**config.mk**
```make
export PLATFORM = sky130hd
export DESIGN_NAME = param_rom_sorter_flat
export DESIGN_NICKNAME = d
export VERILOG_FILES = /design/src/rtl/param_rom_sorter_if.sv /design/src/rtl/param_rom_sorter.sv /design/src/flat_wrapper.sv
export SDC_FILE = /design/constraint.sdc
export NUM_CORES = 1
export LEC_CHECK = 0
export CAP_MARGIN = 20
export CORE_MARGIN = 3
export CORE_UTILIZATION = 35
export DETAILED_ROUTE_END_ITERATION = 8
export PLACE_DENSITY = 0.5
export SLEW_MARGIN = 20
export SYNTH_ARGS = -nofsm -noshare
export SYNTH_HDL_FRONTEND = slang
export SYNTH_SLANG_ARGS = --single-unit
```
**constraint.sdc**
```tcl
create_clock -name clk -period 4.1 [get_ports clk]
set_input_delay 0.41 -clock clk [delete_from_list [all_inputs] [get_ports clk]]
set_output_delay 0.41 -clock clk [all_outputs]
set_load 0.1 [all_outputs]
```
**src/rtl/param_rom_sorter_if.sv**
```systemverilog
// Start/done handshake plus ROM read and RAM write buses for param_rom_sorter.
// slave is the sorter side; master is the controller/memory side.
interface param_rom_sorter_if #(
  parameter int unsigned WIDTH = 8,
  parameter int unsigned DEPTH = 8,
  parameter int unsigned AW    = $clog2(DEPTH)
);
  logic             start;
  logic             mode;
  logic [AW-1:0]    rom_addr;
  logic [WIDTH-1:0] rom_data;
  logic             ram_we;
  logic [AW-1:0]    ram_addr;
  logic [WIDTH-1:0] ram_din;
  logic             busy;
  logic             done;

  modport master (
    output start, mode, rom_data,
    input  rom_addr, ram_we, ram_addr, ram_din, busy, done
  );

  modport slave (
    input  start, mode, rom_data,
    output rom_addr, ram_we, ram_addr, ram_din, busy, done
  );
endinterface

```
**src/rtl/param_rom_sorter.sv**
```systemverilog
// Loads DEPTH words from a combinational ROM, bubble-sorts them one compare per cycle and
// writes them to RAM 0..DEPTH-1. Define SORTER_EARLY_EXIT_EN to stop after a swap-free pass.
module param_rom_sorter #(
  parameter int unsigned WIDTH = 8,
  parameter int unsigned DEPTH = 8
) (
  input  logic              clk,
  input  logic              rst_n,
  param_rom_sorter_if.slave bus
);
  localparam int unsigned AW = $clog2(DEPTH);
  localparam logic [AW-1:0] LastIdx  = AW'(DEPTH - 1);
  localparam logic [AW-1:0] LastPass = AW'(DEPTH - 2);

  typedef enum logic [2:0] {StIdle, StLoad, StSort, StStore, StDone} state_e;

  state_e           state_q;
  logic             mode_q;
  logic [AW-1:0]    pass_q;
  logic [AW-1:0]    idx_q;
  logic [WIDTH-1:0] data_q   [DEPTH];
  logic [WIDTH-1:0] data_nxt [DEPTH];
  logic [AW-1:0]    idx_inc;
  logic [AW-1:0]    store_inc;
  logic             swap;
  logic             pass_end;
  logic             pass_clean;

  assign idx_inc   = idx_q + AW'(1);
  assign store_inc = bus.ram_addr + AW'(1);
  assign pass_end  = (idx_q == (LastPass - pass_q));

  // Compare-swap of the current pair; the buffer with the swap applied feeds the store path
  // so the first RAM word is correct even when the final compare swapped it.
  always_comb begin
    data_nxt = data_q;
    swap     = 1'b0;
    if (state_q == StSort) begin
      if (mode_q) swap = (data_q[idx_q] < data_q[idx_inc]);
      else        swap = (data_q[idx_q] > data_q[idx_inc]);
      if (swap) begin
        data_nxt[idx_q]   = data_q[idx_inc];
        data_nxt[idx_inc] = data_q[idx_q];
      end
    end
  end

`ifdef SORTER_EARLY_EXIT_EN
  logic swapped_q;

  always_ff @(posedge clk or negedge rst_n) begin
    if (!rst_n) begin
      swapped_q <= 1'b0;
    end else if (state_q != StSort || pass_end) begin
      swapped_q <= 1'b0;
    end else if (swap) begin
      swapped_q <= 1'b1;
    end
  end

  assign pass_clean = ~(swapped_q | swap);
`else
  assign pass_clean = 1'b0;
`endif

  always_ff @(posedge clk or negedge rst_n) begin
    if (!rst_n) begin
      state_q      <= StIdle;
      mode_q       <= 1'b0;
      pass_q       <= '0;
      idx_q        <= '0;
      for (int unsigned i = 0; i < DEPTH; i++) data_q[i] <= '0;
      bus.rom_addr <= '0;
      bus.ram_we   <= 1'b0;
      bus.ram_addr <= '0;
      bus.ram_din  <= '0;
      bus.busy     <= 1'b0;
      bus.done     <= 1'b0;
    end else begin
      case (state_q)
        StIdle: begin
          if (bus.start) begin
            state_q      <= StLoad;
            mode_q       <= bus.mode;
            pass_q       <= '0;
            idx_q        <= '0;
            bus.rom_addr <= '0;
            bus.busy     <= 1'b1;
          end
        end
        StLoad: begin
          // rom_addr doubles as the load counter
          data_q[bus.rom_addr] <= bus.rom_data;
          if (bus.rom_addr == LastIdx) begin
            state_q      <= StSort;
            bus.rom_addr <= '0;
          end else begin
            bus.rom_addr <= bus.rom_addr + AW'(1);
          end
        end
        StSort: begin
          data_q <= data_nxt;
          if (pass_end) begin
            if (pass_q == LastPass || pass_clean) begin
              state_q      <= StStore;
              bus.ram_we   <= 1'b1;
              bus.ram_addr <= '0;
              bus.ram_din  <= data_nxt[0];
            end else begin
              pass_q <= pass_q + AW'(1);
              idx_q  <= '0;
            end
          end else begin
            idx_q <= idx_inc;
          end
        end
        StStore: begin
          if (bus.ram_addr == LastIdx) begin
            state_q    <= StDone;
            bus.ram_we <= 1'b0;
            bus.done   <= 1'b1;
          end else begin
            bus.ram_addr <= store_inc;
            bus.ram_din  <= data_q[store_inc];
          end
        end
        StDone: begin
          state_q  <= StIdle;
          bus.done <= 1'b0;
          bus.busy <= 1'b0;
        end
        default: begin
          state_q <= StIdle;
        end
      endcase
    end
  end
endmodule

```
**src/flat_wrapper.sv**
```systemverilog
// flat-port wrapper written by rule: the top's interface ports become plain ports
module param_rom_sorter_flat 
#(
  parameter int unsigned WIDTH = 8,
  parameter int unsigned DEPTH = 8
)
  (clk, rst_n, bus_start, bus_mode, bus_rom_data, bus_rom_addr, bus_ram_we, bus_ram_addr, bus_ram_din, bus_busy, bus_done);
  param_rom_sorter_if #(.WIDTH(WIDTH), .DEPTH(DEPTH)) bus_i ();
  input  logic clk;
  input  logic rst_n;
  input wire logic [$bits(bus_i.start)-1:0] bus_start;
  input wire logic [$bits(bus_i.mode)-1:0] bus_mode;
  input wire logic [$bits(bus_i.rom_data)-1:0] bus_rom_data;
  output wire logic [$bits(bus_i.rom_addr)-1:0] bus_rom_addr;
  output wire logic [$bits(bus_i.ram_we)-1:0] bus_ram_we;
  output wire logic [$bits(bus_i.ram_addr)-1:0] bus_ram_addr;
  output wire logic [$bits(bus_i.ram_din)-1:0] bus_ram_din;
  output wire logic [$bits(bus_i.busy)-1:0] bus_busy;
  output wire logic [$bits(bus_i.done)-1:0] bus_done;
  assign bus_i.start = bus_start;
  assign bus_i.mode = bus_mode;
  assign bus_i.rom_data = bus_rom_data;
  assign bus_rom_addr = bus_i.rom_addr;
  assign bus_ram_we = bus_i.ram_we;
  assign bus_ram_addr = bus_i.ram_addr;
  assign bus_ram_din = bus_i.ram_din;
  assign bus_busy = bus_i.busy;
  assign bus_done = bus_i.done;
  param_rom_sorter #(.WIDTH(WIDTH), .DEPTH(DEPTH)) u_core (.clk(clk), .rst_n(rst_n), .bus(bus_i));
endmodule
```
==> summary.txt, run 1 <==
Outcome
  • Status: finished clean

Critical path
  • WP data required: 4.36 ns
  • Critical path endpoint category: flop
  • Worst setup SP type: flop
  • Critical path class: flop to flop
  • Critical path data arrival time: between 4 and 5 ns
  • Worst Reg-to-Reg Cells: 19
  • Worst Path Max Fanout: 8

Timing
  • RSZ-0062 raised after global routing: true
  • Final Hold Fails: 0
  • Slew margin rel.: 0.296
  • Clock skew: 0.0135 ns
  • Hold slack: 0.172 ns
  • Max Clk Rate: about 0.25 GHz
  • Worst slew pin tran: 1.06 ns
  • Final min period: ~4 ns
  • Fin crit share: 0.995
  • Final setup fails: 0
  • Final slew viol count: 0

Route
  • Router iterations before antenna repair: 5
  • Routed WL: 30,100 um
  • Routed vias: 7,178
  • Antenna viol nets, final: 0
  • Vias/cell: roughly 6.6
  • DR WL/cell: 27.7 um
  • Initial DRC count: ~760
  • DRC Markers: 0

Worst hold path
  • Min-delay worst type: primary input to asynchronous set/reset pin

Logic synthesis
  • #FFs+latches synth: between 90 and 100
  • EDFF count, synth: 0
  • Yosys top cell by area: dfrtp_1
  • Area contributors post-synth: dfrtp_1 (31%), mux4_2 (9.0%), o32a_1 (7.7%), a22oi_1 (5.8%), a21oi_1 (4.7%)
  • Synth unique cells: 72
  • Netlist Area Pre-Place: 7290 sq um
  • Yosys top cell area share: 0.313
  • Syn avg cell area: around 9.9 sq um
  • Synth warn: 0
  • Syn Nets: 766
  • Top FF cell, synth: dfrtp_1
  • Cells after Synth: 738
  • Most frequent cells after synthesis: dfrtp_1 (91), nor2_1 (78), a21oi_1 (68)
  • Register area share after synthesis: 0.313
  • Async S/R FF share, synth: 1.00
  • Top-count cell post-synth: dfrtp_1

Cells and area
  • Fin area: 9160 sq um
  • Final core occ: 0.450
  • Final net count: 841
  • Area added between synthesis and finish: 25.7%
  • Share of post-route cells with drive strength above 1: 0.287
  • Antenna diodes: 0
  • Fillers: 1,946

Die
  • Die Span X: approximately 150 um
  • CORE AREA: 20,400 sq um
  • Top-Level Pins: 29
  • Row count: 52
  • Die area: about 23,000 sq um
  • Die outline height: 150 um
  • Initial core utilization: 0.358

GRT
  • First-pass GRT wire length: 43,700 um
  • Overflow after GRT: 0
  • Antenna violations before repair: 0
  • Largest net degree at the start of global routing: 71
  • All-Layer GR Usage: 0.262
  • Vias in the first global route: 6,991

Clock network
  • Clk root buf: clkbuf_16
  • Clk_lat worst skew: 0.37 ns
  • CTS tree: yes
  • Clock transition at the registers of the reported paths: ~0.08 ns
  • CTS Sinks: 91
  • # hold bufs at CTS: 0
  • Cts bufs inserted: 9
  • Buffers from clock root to sink, at most: 2
  • Max H-tree Level: 3

Place
  • DP Area: around 8100 sq um
  • DP Wirelength: approximately 21,000 um
  • Final Wtd Congestion: 0.962
  • Port Buffers: 28

Run
  • Max_cap viols: 0
==> path summary, 6_finish.rpt <==
kind	from	end	slack, ns
min	rst_n	u_core.state_q[2]	0.17
min reg2reg	u_core.bus.ram_din[3]	u_core.bus.ram_din[3]	0.50
max	u_core.idx_q[0]	u_core.data_q[41]	0.02
min in group clk	u_core.bus.ram_din[3]	u_core.bus.ram_din[3]	0.50
max in group asynchronous	rst_n	u_core.data_q[56]	2.99
max reg2reg	u_core.idx_q[0]	u_core.data_q[41]	0.02
==> timing repair <==
action | in CTS | in global routing
setup buffers | 16 | 8
setup endpoints to repair | 55 | 64
pin swaps | 16 | 59
cloned | 3 | 5
gates resized for setup | 23 | 74
==> stage by stage <==
stage | setup slack (ns) | TNS, ns | std cells
final | 0.0200 | 0 | 1088
after floorplan | 0.0213 | 0 | 738
after CTS | 0.00550 | 0 | 1080
after detailed placement | -0.246 | -7.71 | 1045
after global routing | -0.0927 | -2.60 | 1088
after global placement | -0.208 | -5.66 | 1045
==> worst max-delay path, stage by stage, from the launching register on <==
cell and delay [ns]:
dfrtp_2 0.43, ha_4 0.19, xor2_4 0.23, buf_12 0.17
buf_12 0.11, mux4_2 0.50, mux2i_2 0.20, ha_1 0.29
nand4_1 0.15, nand3_1 0.10, a211oi_2 0.15, buf_4 0.15
a311oi_4 0.04, buf_12 0.17, buf_8 0.12, nor2_4 0.15
buf_12 0.17, clkbuf_16 0.17, a21oi_1 0.09, o32a_1 0.37
==> flip-flops by register name, summed over array words and instances, names as in the netlist <==
| name | count |
|---|---|
| u_core.bus.busy | 1 |
| u_core.mode_q | 1 |
| u_core.bus.rom_addr | 3 |
| u_core.bus.ram_we | 1 |
| u_core.bus.ram_din | 8 |
| u_core.bus.ram_addr | 3 |
| u_core.idx_q | 3 |
| u_core.state_q | 3 |
| u_core.bus.done | 1 |
| u_core.pass_q | 3 |
| u_core.data_q | 64 |
==> cells by family after synthesis <==
| logic type | count (synthesis) | synth area share |
|---|---|---|
| compound gates | 267 | 0.289 |
| flops | 91 | 0.313 |
| mux | 64 | 0.156 |
| fa+ha+maj | 16 | 0.0275 |
| buf+inv | 82 | 0.0615 |
| simple gates | 212 | 0.143 |
| xor+xnor | 6 | 0.0103 |
==> area by class of cell <==
| cell class | instances | area (sq um) | area share |
|---|---|---|---|
| tap | 270 | 338 | 0.0369 |
| sequential | 91 | 2280 | 0.249 |
| timing repair buffer | 123 | 1260 | 0.137 |
| multi-input combinational | 565 | 4890 | 0.534 |
| clock inverter | 7 | 82.6 | 0.00902 |
| clock buffer | 9 | 225 | 0.0246 |
| inverter | 23 | 88.8 | 0.00970 |
==> layer usage <==
| metal | global-route usage | vias up | part of all wire |
|---|---|---|---|
| met5 | 0 | - | 0 |
| met4 | 0.112 | 0 | 0.039 |
| met3 | 0.0623 | 86 | 0.099 |
| met2 | 0.409 | 413 | 0.46 |
| met1 | 0.348 | 3619 | 0.41 |
| li1 | - | 3060 | - |
==> placed cells by master (no fill, tap or decap), types with 5 or more instances in the layout <==
| master | synthesis | layout |
|---|---|---|
| dfrtp_1 | 91 | 90 |
| nor2_1 | 78 | 78 |
| buf_4 | 6 | 67 |
| a22oi_1 | 56 | 56 |
| o32a_1 | 56 | 56 |
| a21oi_1 | 68 | 45 |
| nand2_1 | 40 | 36 |
| mux4_2 | 29 | 34 |
| clkdlybuf4s50_1 | 0 | 27 |
| inv_1 | 21 | 17 |
| mux2i_1 | 16 | 16 |
| nand2b_1 | 15 | 15 |
| a21oi_2 | 0 | 14 |
| nor3_1 | 14 | 13 |
| clkbuf_16 | 0 | 13 |
| o22ai_1 | 12 | 12 |
| buf_6 | 4 | 12 |
| nand2_2 | 7 | 11 |
| o21ai_1 | 11 | 11 |
| ha_1 | 16 | 11 |
| buf_12 | 1 | 11 |
| mux2_2 | 11 | 9 |
| a221oi_1 | 9 | 9 |
| nor2b_1 | 9 | 9 |
| nand3_1 | 9 | 9 |
| a21oi_4 | 0 | 9 |
| o21ai_0 | 9 | 9 |
| nor2_4 | 2 | 8 |
| o41ai_4 | 6 | 7 |
| and2_1 | 7 | 6 |
| and3_1 | 7 | 6 |
| a31oi_1 | 7 | 5 |
| ha_4 | 0 | 5 |
Power of run 1 is left out: the tool's default activity adds up to more than one toggle a clock period on the data nets, which glitch-free logic cannot reach.
==> run 2, diff against run 1 <==
MAX_ROUTING_LAYER = met4   (was not set)
PLACE_DENSITY = 0.59   (was 0.5)
==> summary.txt, run 2 (synthesized netlist as in run 1, its figures left out) <==
Critical path
  • Most frequent CP cell: buf_12
  • CP startpoint: u_core.idx_q[0]
  • Reg2reg start: u_core.idx_q[0]
  • CP peak stage delay: 0.52 ns
  • Buffers and inverters on the worst path: 7
  • WP data required: about 4.4 ns
  • Worst Path Max Fanout: 8
  • Critical path data arrival time: about 4.4 ns
  • Critical path class: flop to flop
  • CP cell instances: ha_4 > xor2_4 > buf_12 > mux4_2 > nand2_2 > nand2_2 > inv_1 > ha_4 > nor2b_1 > o211ai_1 > buf_4 > a21o_1 > a311oi_4 > buf_6 > buf_12 > nor2_4 > buf_12 > buf_6 > a21oi_1 > o32a_1
  • Critical path endpoint category: flop
  • Crit-path slowest cell: mux4_2
  • Worst setup SP type: flop
  • Worst path top cell family by delay: buffers and inverters

Cells and area
  • Share of post-route cells with drive strength above 1: 0.295
  • Commonest non-fill, non-tap cell in the layout: dfrtp_1
  • Fillers: 1,901
  • Final net count: 854
  • Top flop regs: u_core.data_q x64, u_core.bus.ram_din x8
  • Antenna diodes: 0
  • Final core occ: 0.451
  • Register name with the most flops: u_core.data_q
  • Largest register FFs: 64
  • Area added between synthesis and finish: 26.0%
  • Most frequent cells in the layout: dfrtp_1 (89), buf_4 (82), nor2_1 (77), o32a_1 (56)

Clock network
  • Buffers from clock root to sink, at most: 2
  • Clk_lat worst skew: 0.36 ns
  • Clk root buf: clkbuf_16
  • Max H-tree Level: 3
  • CTS Sinks: 91
  • # hold bufs at CTS: 0
  • CTS tree: yes
  • Clock transition at the registers of the reported paths: 0.07 ns
  • Cts bufs inserted: 9

Timing
  • Clock skew: 0.00302 ns
  • Slew margin rel.: 0.319
  • Max Clk Rate: 0.242 GHz
  • Fin crit share: 1.01
  • Final min period: 4.13 ns
  • Worst slew pin tran: 1.02 ns
  • Worst Slack Setup Final: -0.0322 ns
  • Final setup fails: 10
  • Final slew viol count: 0
  • RSZ-0062 raised after global routing: true
  • Final Hold Fails: 0

Route
  • Routed WL: 29,000 um
  • Router iterations before antenna repair: 9
  • Vias/cell: 6.61
  • DRC Markers: 0
  • DR WL/cell: roughly 26 um
  • Routed vias: 7,279
  • Initial DRC count: 1,388
  • Antenna viol nets, final: 0

Die
  • Die area: between 20,000 and 25,000 sq um
  • Top-Level Pins: 29
  • Row count: 52
  • Die outline height: approximately 150 um
  • Initial core utilization: 0.358
  • Die Span X: 150 um
  • CORE AREA: just over 20,000 sq um

Outcome
  • Status: finished with violations
  • Failing checks: setup timing

GRT
  • Antenna violations before repair: 0
  • Largest net degree at the start of global routing: between 60 and 70
  • Vias in the first global route: 6,665
  • Overflow after GRT: 0
  • All-Layer GR Usage: 0.256
  • First-pass GRT wire length: 42,200 um

Place
  • DP Wirelength: ~20,000 um
  • Final Wtd Congestion: 0.998
  • Port Buffers: 28

Worst hold path
  • Min-delay worst type: primary input to asynchronous set/reset pin

Run
  • Max_cap viols: 0
[run 2: cell types whose count changed in the layout (fill, tap and decap cells not counted), sizes merged]
cell      before  now
bufinv         1    2
inv           26   22
clkinv         1    3
buf           92  105
clkinvlp       2    0
clkbuf        13   16
[run 2: worst reg2reg max path, stage by stage, from the launching register on]
cell and delay, ns:
dfrtp_2 0.43, ha_4 0.19, xor2_4 0.24, buf_12 0.19, mux4_2 0.53, nand2_2 0.09, nand2_2 0.06, inv_1 0.08
ha_4 0.21, nor2b_1 0.12, o211ai_1 0.21, buf_4 0.15, a21o_1 0.14, a311oi_4 0.13, buf_6 0.18, buf_12 0.13
nor2_4 0.16, buf_12 0.18, buf_6 0.16, a21oi_1 0.08, o32a_1 0.35
[run 2: layer usage]
metal	GRT usage	routed length, um	up-vias
met3	0.0801	3730	113
li1	-	-	3084
met2	0.373	12600	531
met5	-	0	-
met1	0.341	11400	3551
met4	0.0778	1210	0
[run 2: final cells by class]
type / count / area [sq um] / area share
multi-input cells: 565 / 4820 / 0.525
flip-flops and latches: 91 / 2280 / 0.248
repair buffers: 136 / 1340 / 0.146
well taps: 270 / 338 / 0.0368
clock buffers: 12 / 246 / 0.0268
inverters: 23 / 91.3 / 0.00995
clock inverters: 4 / 73.8 / 0.00804
[run 2: final timing paths]
check	end	slack [ns]	depth (start not counted)
max	u_core.data_q[19]	-0.03	20
min	u_core.state_q[1]	0.14	1
max reg2reg	u_core.data_q[19]	-0.03	20
min reg2reg	u_core.bus.ram_we	0.50	2
max in group asynchronous	u_core.data_q[9]	2.99	2
min in group clk	u_core.bus.ram_we	0.50	2
[run 2: through the flow]
step / hold slack, ns / TNS (ns) / cells / worst slack (ns) / area (sq um)
CTS: 0.178 / 0 / 1089 / 0.00373 / 8880
finish: 0.139 / -0.198 / 1101 / -0.0322 / 9180
detailed placement: 0.498 / -9.27 / 1054 / -0.241 / 8190
global route: 0.220 / -2.06 / 1101 / -0.104 / 9180
global placement: 0.486 / -6.95 / 1054 / -0.187 / 8190
floorplan: 0.114 / 0 / 738 / 0.0213 / 7290
[run 2: timing repair]
action / CTS / global route
buffers inserted: 16 / 16
setup endpoints to repair: 65 / 65
cloned: 3 / 6
pin swaps: 18 / 48
gates resized for setup: 25 / 55
Power of run 2 is left out for the same reason.
